===== config.mk =====
export PLATFORM = sky130hd
export DESIGN_NAME = tft_pattern_gen
export DESIGN_NICKNAME = d
export VERILOG_FILES = /design/src/rtl/tft_pattern_gen.sv
export SDC_FILE = /design/constraint.sdc
export NUM_CORES = 1
export LEC_CHECK = 0
export CAP_MARGIN = 0
export CORE_ASPECT_RATIO = 0.75
export CORE_MARGIN = 2
export CORE_UTILIZATION = 30
export DETAILED_ROUTE_END_ITERATION = 12
export GPL_TIMING_DRIVEN = 1
export RECOVER_POWER = 100
export SETUP_SLACK_MARGIN = 0.02
export SYNTH_ARGS = -nofsm -noshare
export SYNTH_HDL_FRONTEND = slang
export SYNTH_SLANG_ARGS = --single-unit

===== constraint.sdc =====
create_clock -name clk33m -period 2.9 [get_ports clk33m]
set_input_delay 0.29 -clock clk33m [delete_from_list [all_inputs] [get_ports clk33m]]
set_output_delay 0.29 -clock clk33m [all_outputs]
set_load 0.01 [all_outputs]

===== src/rtl/tft_pattern_gen.sv =====
// tft_pattern_gen: zero-latency RGB565 test-pattern source (bars, grid, gradient, bouncing box).
// Optional build macro TFT_PATTERN_AUTOCYCLE_EN advances the pattern every 256 frames.
module tft_pattern_gen #(
  parameter int H_ACTIVE        = 800,
  parameter int V_ACTIVE        = 480,
  parameter int DEBOUNCE_CYCLES = 660000,
  parameter int BOX_SIZE        = 64,
  parameter int BOX_STEP        = 2
) (
  input  logic        clk33m,
  input  logic        rst_n,
  input  logic [10:0] hcount,
  input  logic [10:0] vcount,
  input  logic        key_n,
  output logic [15:0] data_out,
  output logic [1:0]  mode,
  output logic        frame_tick
);

  localparam logic [1:0] MODE_BARS = 2'd0;
  localparam logic [1:0] MODE_GRID = 2'd1;
  localparam logic [1:0] MODE_GRAD = 2'd2;
  localparam logic [1:0] MODE_BOX  = 2'd3;

  localparam int                CNT_W    = $clog2(DEBOUNCE_CYCLES + 1);
  localparam logic [CNT_W-1:0]  DEB_LAST = CNT_W'(DEBOUNCE_CYCLES - 1);
  localparam logic [10:0]       H_ACT    = 11'(H_ACTIVE);
  localparam logic [10:0]       V_ACT    = 11'(V_ACTIVE);
  localparam logic [10:0]       BAR_W    = 11'(H_ACTIVE / 8);
  localparam logic [11:0]       BOX_W    = 12'(BOX_SIZE);
  localparam logic signed [11:0] X_MAX   = 12'(H_ACTIVE - BOX_SIZE);
  localparam logic signed [11:0] Y_MAX   = 12'(V_ACTIVE - BOX_SIZE);
  localparam logic signed [11:0] STEP    = 12'(BOX_STEP);

  logic             key_meta, key_sync, key_level;
  logic [CNT_W-1:0] deb_cnt;
  logic             press;
  logic [1:0]       pending_mode, mode_adv;
  logic [11:0]      box_x, box_y, next_x, next_y;
  logic             dir_x, dir_y, next_dir_x, next_dir_y;
  logic signed [11:0] step_x, step_y;
  logic             active, in_box;
  logic [10:0]      bar_idx;
  logic [11:0]      hx, vy;

  always_ff @(posedge clk33m or negedge rst_n) begin
    if (!rst_n) begin
      key_meta <= 1'b1;
      key_sync <= 1'b1;
    end else begin
      key_meta <= key_n;
      key_sync <= key_meta;
    end
  end

  // Accepted level only moves after DEBOUNCE_CYCLES consecutive disagreeing samples.
  always_ff @(posedge clk33m or negedge rst_n) begin
    if (!rst_n) begin
      key_level <= 1'b1;
      deb_cnt   <= '0;
    end else if (key_sync == key_level) begin
      deb_cnt <= '0;
    end else if (deb_cnt == DEB_LAST) begin
      key_level <= key_sync;
      deb_cnt   <= '0;
    end else begin
      deb_cnt <= deb_cnt + 1'b1;
    end
  end

  assign press = key_level && !key_sync && (deb_cnt == DEB_LAST);

  always_ff @(posedge clk33m or negedge rst_n) begin
    if (!rst_n) frame_tick <= 1'b0;
    else        frame_tick <= (hcount == 11'd0) && (vcount == V_ACT);
  end

`ifdef TFT_PATTERN_AUTOCYCLE_EN
  logic [7:0] frame_cnt;
  logic       cnt_wrap;

  assign cnt_wrap = frame_tick && (frame_cnt == 8'hFF);

  always_ff @(posedge clk33m or negedge rst_n) begin
    if (!rst_n)          frame_cnt <= 8'd0;
    else if (press)      frame_cnt <= 8'd0;
    else if (frame_tick) frame_cnt <= frame_cnt + 8'd1;
  end

  assign mode_adv = {1'b0, press} + {1'b0, cnt_wrap};
`else
  assign mode_adv = {1'b0, press};
`endif

  // A press landing on frame_tick is seen by mode only at the following tick.
  always_ff @(posedge clk33m or negedge rst_n) begin
    if (!rst_n) begin
      pending_mode <= MODE_BARS;
      mode         <= MODE_BARS;
    end else begin
      pending_mode <= pending_mode + mode_adv;
      if (frame_tick) mode <= pending_mode;
    end
  end

  always_comb begin
    step_x = dir_x ? ($signed(box_x) + STEP) : ($signed(box_x) - STEP);
    step_y = dir_y ? ($signed(box_y) + STEP) : ($signed(box_y) - STEP);
    next_x = $unsigned(step_x);
    next_y = $unsigned(step_y);
    next_dir_x = dir_x;
    next_dir_y = dir_y;
    if (step_x > X_MAX) begin
      next_x = X_MAX;
      next_dir_x = ~dir_x;
    end else if (step_x < 12'sd0) begin
      next_x = 12'd0;
      next_dir_x = ~dir_x;
    end
    if (step_y > Y_MAX) begin
      next_y = Y_MAX;
      next_dir_y = ~dir_y;
    end else if (step_y < 12'sd0) begin
      next_y = 12'd0;
      next_dir_y = ~dir_y;
    end
  end

  always_ff @(posedge clk33m or negedge rst_n) begin
    if (!rst_n) begin
      box_x <= 12'd0;
      box_y <= 12'd0;
      dir_x <= 1'b1;
      dir_y <= 1'b1;
    end else if (frame_tick) begin
      box_x <= next_x;
      box_y <= next_y;
      dir_x <= next_dir_x;
      dir_y <= next_dir_y;
    end
  end

  assign active  = (hcount < H_ACT) && (vcount < V_ACT);
  assign bar_idx = hcount / BAR_W;
  assign hx      = {1'b0, hcount};
  assign vy      = {1'b0, vcount};
  assign in_box  = (hx >= box_x) && (hx < box_x + BOX_W) &&
                   (vy >= box_y) && (vy < box_y + BOX_W);

  always_comb begin
    data_out = 16'h0000;
    if (active) begin
      case (mode)
        MODE_BARS: begin
          case (bar_idx)
            11'd0:   data_out = 16'hFFFF;
            11'd1:   data_out = 16'hFFE0;
            11'd2:   data_out = 16'h07FF;
            11'd3:   data_out = 16'h07E0;
            11'd4:   data_out = 16'hF81F;
            11'd5:   data_out = 16'hF800;
            11'd6:   data_out = 16'h001F;
            default: data_out = 16'h0000;
          endcase
        end
        MODE_GRID: begin
          if ((hcount[4:0] == 5'd0) || (vcount[4:0] == 5'd0) ||
              (hcount == H_ACT - 11'd1) || (vcount == V_ACT - 11'd1))
            data_out = 16'hFFFF;
        end
        MODE_GRAD: data_out = {hcount[9:5], hcount[9:4], hcount[9:5]};
        default:   data_out = in_box ? 16'hF800 : 16'h001F;
      endcase
    end
  end

endmodule


==> summary.md <==
| Metric | Value |
|---|---|
| Compound-Gate Fraction of Synth Area | `0.237` |
| # IOs | `44` |
| Crit path to | `data_out[2]` |
| Crit path buf inv count | `5` |
| Main synth FF type | `dfrtp_1` |
| Worst hold slack | `0.214 ns` |
| Fmax | `325 MHz` |
| Crit end category | `primary output` |
| Synthesis warning total | `0` |
| Hold Buf Count CTS | `0` |
| Static Leakage | `3.06 nW` |
| Final Hold Viols | `0` |
| Crit path time final | `3.08 ns` |
| Worst-path clk slew | `0.07 ns` |
| Arrival @ worst endpoint | `2.79 ns` |
| Slew headroom | `0.257` |
| Vias | `4792` |
| Yosys cell types | `74` |
| DRT iter0 DRCs | `202` |
| Drt pass-1 iters | `4` |
| CTS tree | `done` |
| Worst-Margin Slew | `1.11 ns` |
| Clk_lat worst skew | `0.29 ns` |
| Global-route wire length before repair | `23.3 mm` |
| DP HPWL | `11.0 mm` |
| Synth Register Bits | `50` |
| Core ar. | `15400 sq um` |
| Post-Synth XOR/XNOR Area | `0.0718` |
| Max Root-Sink Buffers | `2` |
| Crit-path cells | `clkdlybuf4s15_2, nor3_4, buf_6, o221ai_4, a21o_2, buf_4, a211oi_2, buf_4, nor3_2, a2111o_1, o2111ai_4, nand2_1, buf_2` |
| Diode count | `0` |
| Clock skew | `0.00933 ns` |
| R2R Path End | `box_x[8]` |
| Initial core utilization | `0.309` |
| PwrDens | `270 nW/um^2` |
| Vias in the first global route | `4675` |
| Initial antenna violation count | `0` |
| Total congestion overflow | `0` |
| Worst Setup Path Type | `in -> out` |
| Required time worst endpoint | `2.61 ns` |
| Placer Congestion | `0.882` |
| Final cycle utilization of the critical path | `1.06` |
| Post-Synth Simple-Gate Area | `0.201` |
| Final Max Slew Viols | `0` |
| Root buf cell | `clkbuf_16` |
| Asr flop ratio synth | `1.00` |
| Setup WS post-layout | `-0.181 ns` |
| RSZ-0062 raised after global routing | `yes` |
| Violated checks | `setup timing` |
| Largest family of logic cells by synthesized area | `compound AO/OA/AOI/OAI gates` |
| Clock sink count | `50` |
| Worst path most repeated cell | `buf_4` |
| WL/cell | `15.1 um` |
| Synth Area in Adders | `0.148` |
| Vias per inst | `5.13` |
| Non-filler cells in the finished layout | `934` |
| Post-Synthesis Cell Area | `4750 sq um` |
| Syn nets | `643` |
| Syn avg cell area | `8.45 sq um` |
| Cts bufs inserted | `5` |
| DRC | `0` |
| Layout cells sized above 1 | `0.339` |
| Max Cap Violations | `0` |
| Die width | `149 um` |
| Mux share of post-synthesis cell area | `0.0263` |
| Post-synth EDFFs | `0` |
| Startpoint Class | `input port` |
| Crit path from | `hcount[8]` |
| I/O Buffers | `43` |
| R2R depth | `12` |
| Post-Place Cells | `910` |
| Hold crit path type | `in -> async` |
| Max VDD drop | `0.359 mV` |
| Part of the Yosys area used for sequential elements | `0.264` |
| Total Routing Usage GR | `0.168` |
| Row Count | `39` |
| Critical path depth in cells | `13` |
| ANT nets after route | `0` |
| Outcome | `finished with violations` |
| Crit path largest cell delay | `0.42 ns` |
| Worst reg2reg setup slack | `0.06 ns` |
| Die area | `16900 sq um` |
| Synth-to-Final Area Change | `41.8%` |
| Nets | `808` |
| Family with the most delay on the worst path | `compound AO/OA/AOI/OAI gates` |
| Chip Height | `113 um` |
| Finish-stage setup viols | `5` |
| Largest net degree at the start of global routing | `51` |
| Crit Path Max Fanout | `5` |
| Drt total wl | `14.1 mm` |
| Final Power | `1.82 mW` |
| CP max stage cell | `a2111o_1` |
| Post-Synthesis Cells | `563` |
| Worst reg2reg startpoint | `dir_x` |
| H-tree Lvls | `2` |
[state kept, by name, indices dropped and copies added (netlist names)]
register      count
box_x            10
box_y            10
deb_cnt          20
dir_x             1
dir_y             1
frame_tick        1
key_level         1
key_meta          1
key_sync          1
mode              2
pending_mode      2
[report_power, final]
| part | internal [mW] | leakage, nW | switching (mW) |
|---|---|---|---|
| registers | 0.703 | 0.677 | 0.00368 |
| logic | 0.207 | 2.30 | 0.225 |
| clock network | 0.413 | 0.0819 | 0.269 |
| total | 1.32 | 3.06 | 0.498 |
[worst min-delay path by stage]
stage | startpoint | endpoint | slack [ns] | depth (start not counted)
after floorplan | rst_n | box_x[10] | -0.006 | 0
after global placement | key_meta | key_sync | 0.35 | 0
after detailed placement | key_meta | key_sync | 0.35 | 0
after CTS | rst_n | deb_cnt[8] | 0.26 | 1
after global routing | rst_n | deb_cnt[12] | 0.32 | 1
final | rst_n | deb_cnt[12] | 0.21 | 1
[worst reg2reg max path, stage by stage (launching register included)]
cell	delay, ns
dfstp_2	0.55
inv_2	0.07
fa_2	0.38
a21o_1	0.20
a21oi_2	0.17
o21ai_1	0.08
a31oi_1	0.24
o21bai_1	0.11
a21oi_2	0.19
mux2i_1	0.29
clkbuf_1	0.23
nand3b_1	0.14
o21ai_0	0.08
[cells in the mapped netlist (9+ instances only)]
cell type,n,area share
o21a_1,9,0.014
ha_1,53,0.14
nand3_1,19,0.020
dfrtp_1,45,0.24
nand2b_1,9,0.012
nand2_1,33,0.026
clkbuf_1,10,0.0079
a21o_1,11,0.017
inv_1,37,0.029
a21oi_1,48,0.051
nor2_1,55,0.043
xor2_1,12,0.022
o22ai_1,15,0.020
xnor2_1,27,0.050
o21ai_0,22,0.023
[placed cells by master, fill, tap and decap left out, types with 15 or more instances in the layout]
| master | count |
|---|---|
| a21oi_2 | 18 |
| xnor2_1 | 25 |
| buf_2 | 15 |
| dfrtp_1 | 44 |
| nand2_1 | 32 |
| buf_4 | 122 |
| clkdlybuf4s50_1 | 15 |
| nand3_1 | 17 |
| a21oi_1 | 31 |
| o21ai_0 | 16 |
| inv_1 | 35 |
| ha_1 | 51 |
| nor2_1 | 50 |
[stage by stage]
stage                     area (sq um)  setup TNS (ns)  setup slack (ns)  utilization
after global routing              6740           -2.93            -0.286        0.439
after global placement            6230          -11.50            -0.945        0.405
after CTS                         6670          -0.640            -0.146        0.434
after floorplan                   4750               0            0.0815            -
final                             6740          -0.788            -0.181        0.439
after detailed placement          6230          -11.84            -0.991        0.405
[cells by family (layout without fill, tap and decap cells)]
logic type / Yosys count / in the layout
simple gates: 186 / 186
compound gates: 165 / 165
buf+inv: 56 / 222
fa+ha+maj: 55 / 55
flops: 50 / 50
xor+xnor: 39 / 39
mux: 12 / 12
[metal layers]
metal | wire length [um] | share of wire | vias up | GRT usage
met2 | 6240 | 0.44 | 117 | 0.266
met5 | 0 | 0 | - | 0
li1 | - | - | 2393 | -
met3 | 681 | 0.048 | 6 | 0.0226
met4 | 68 | 0.0048 | 0 | 0.0222
met1 | 7090 | 0.50 | 2276 | 0.248
[what timing repair did]
item                                    CTS  global route
setup buffers                            14             1
hold endpoints to repair                  0             0
pin swaps                                36            13
endpoints found under the setup margin   28            35
resized for setup                       123            43
cloned                                    1             0
[layout make-up]
type / instances / area, sq um
inverters: 37 / 139
multi-input cells: 457 / 3540
clock inverters: 3 / 48.8
fillers: 1504 / 8630
repair buffers: 177 / 1370
flip-flops and latches: 50 / 1260
well taps: 205 / 256
clock buffers: 5 / 125
Note: power is estimated with default switching activity, not from simulation.
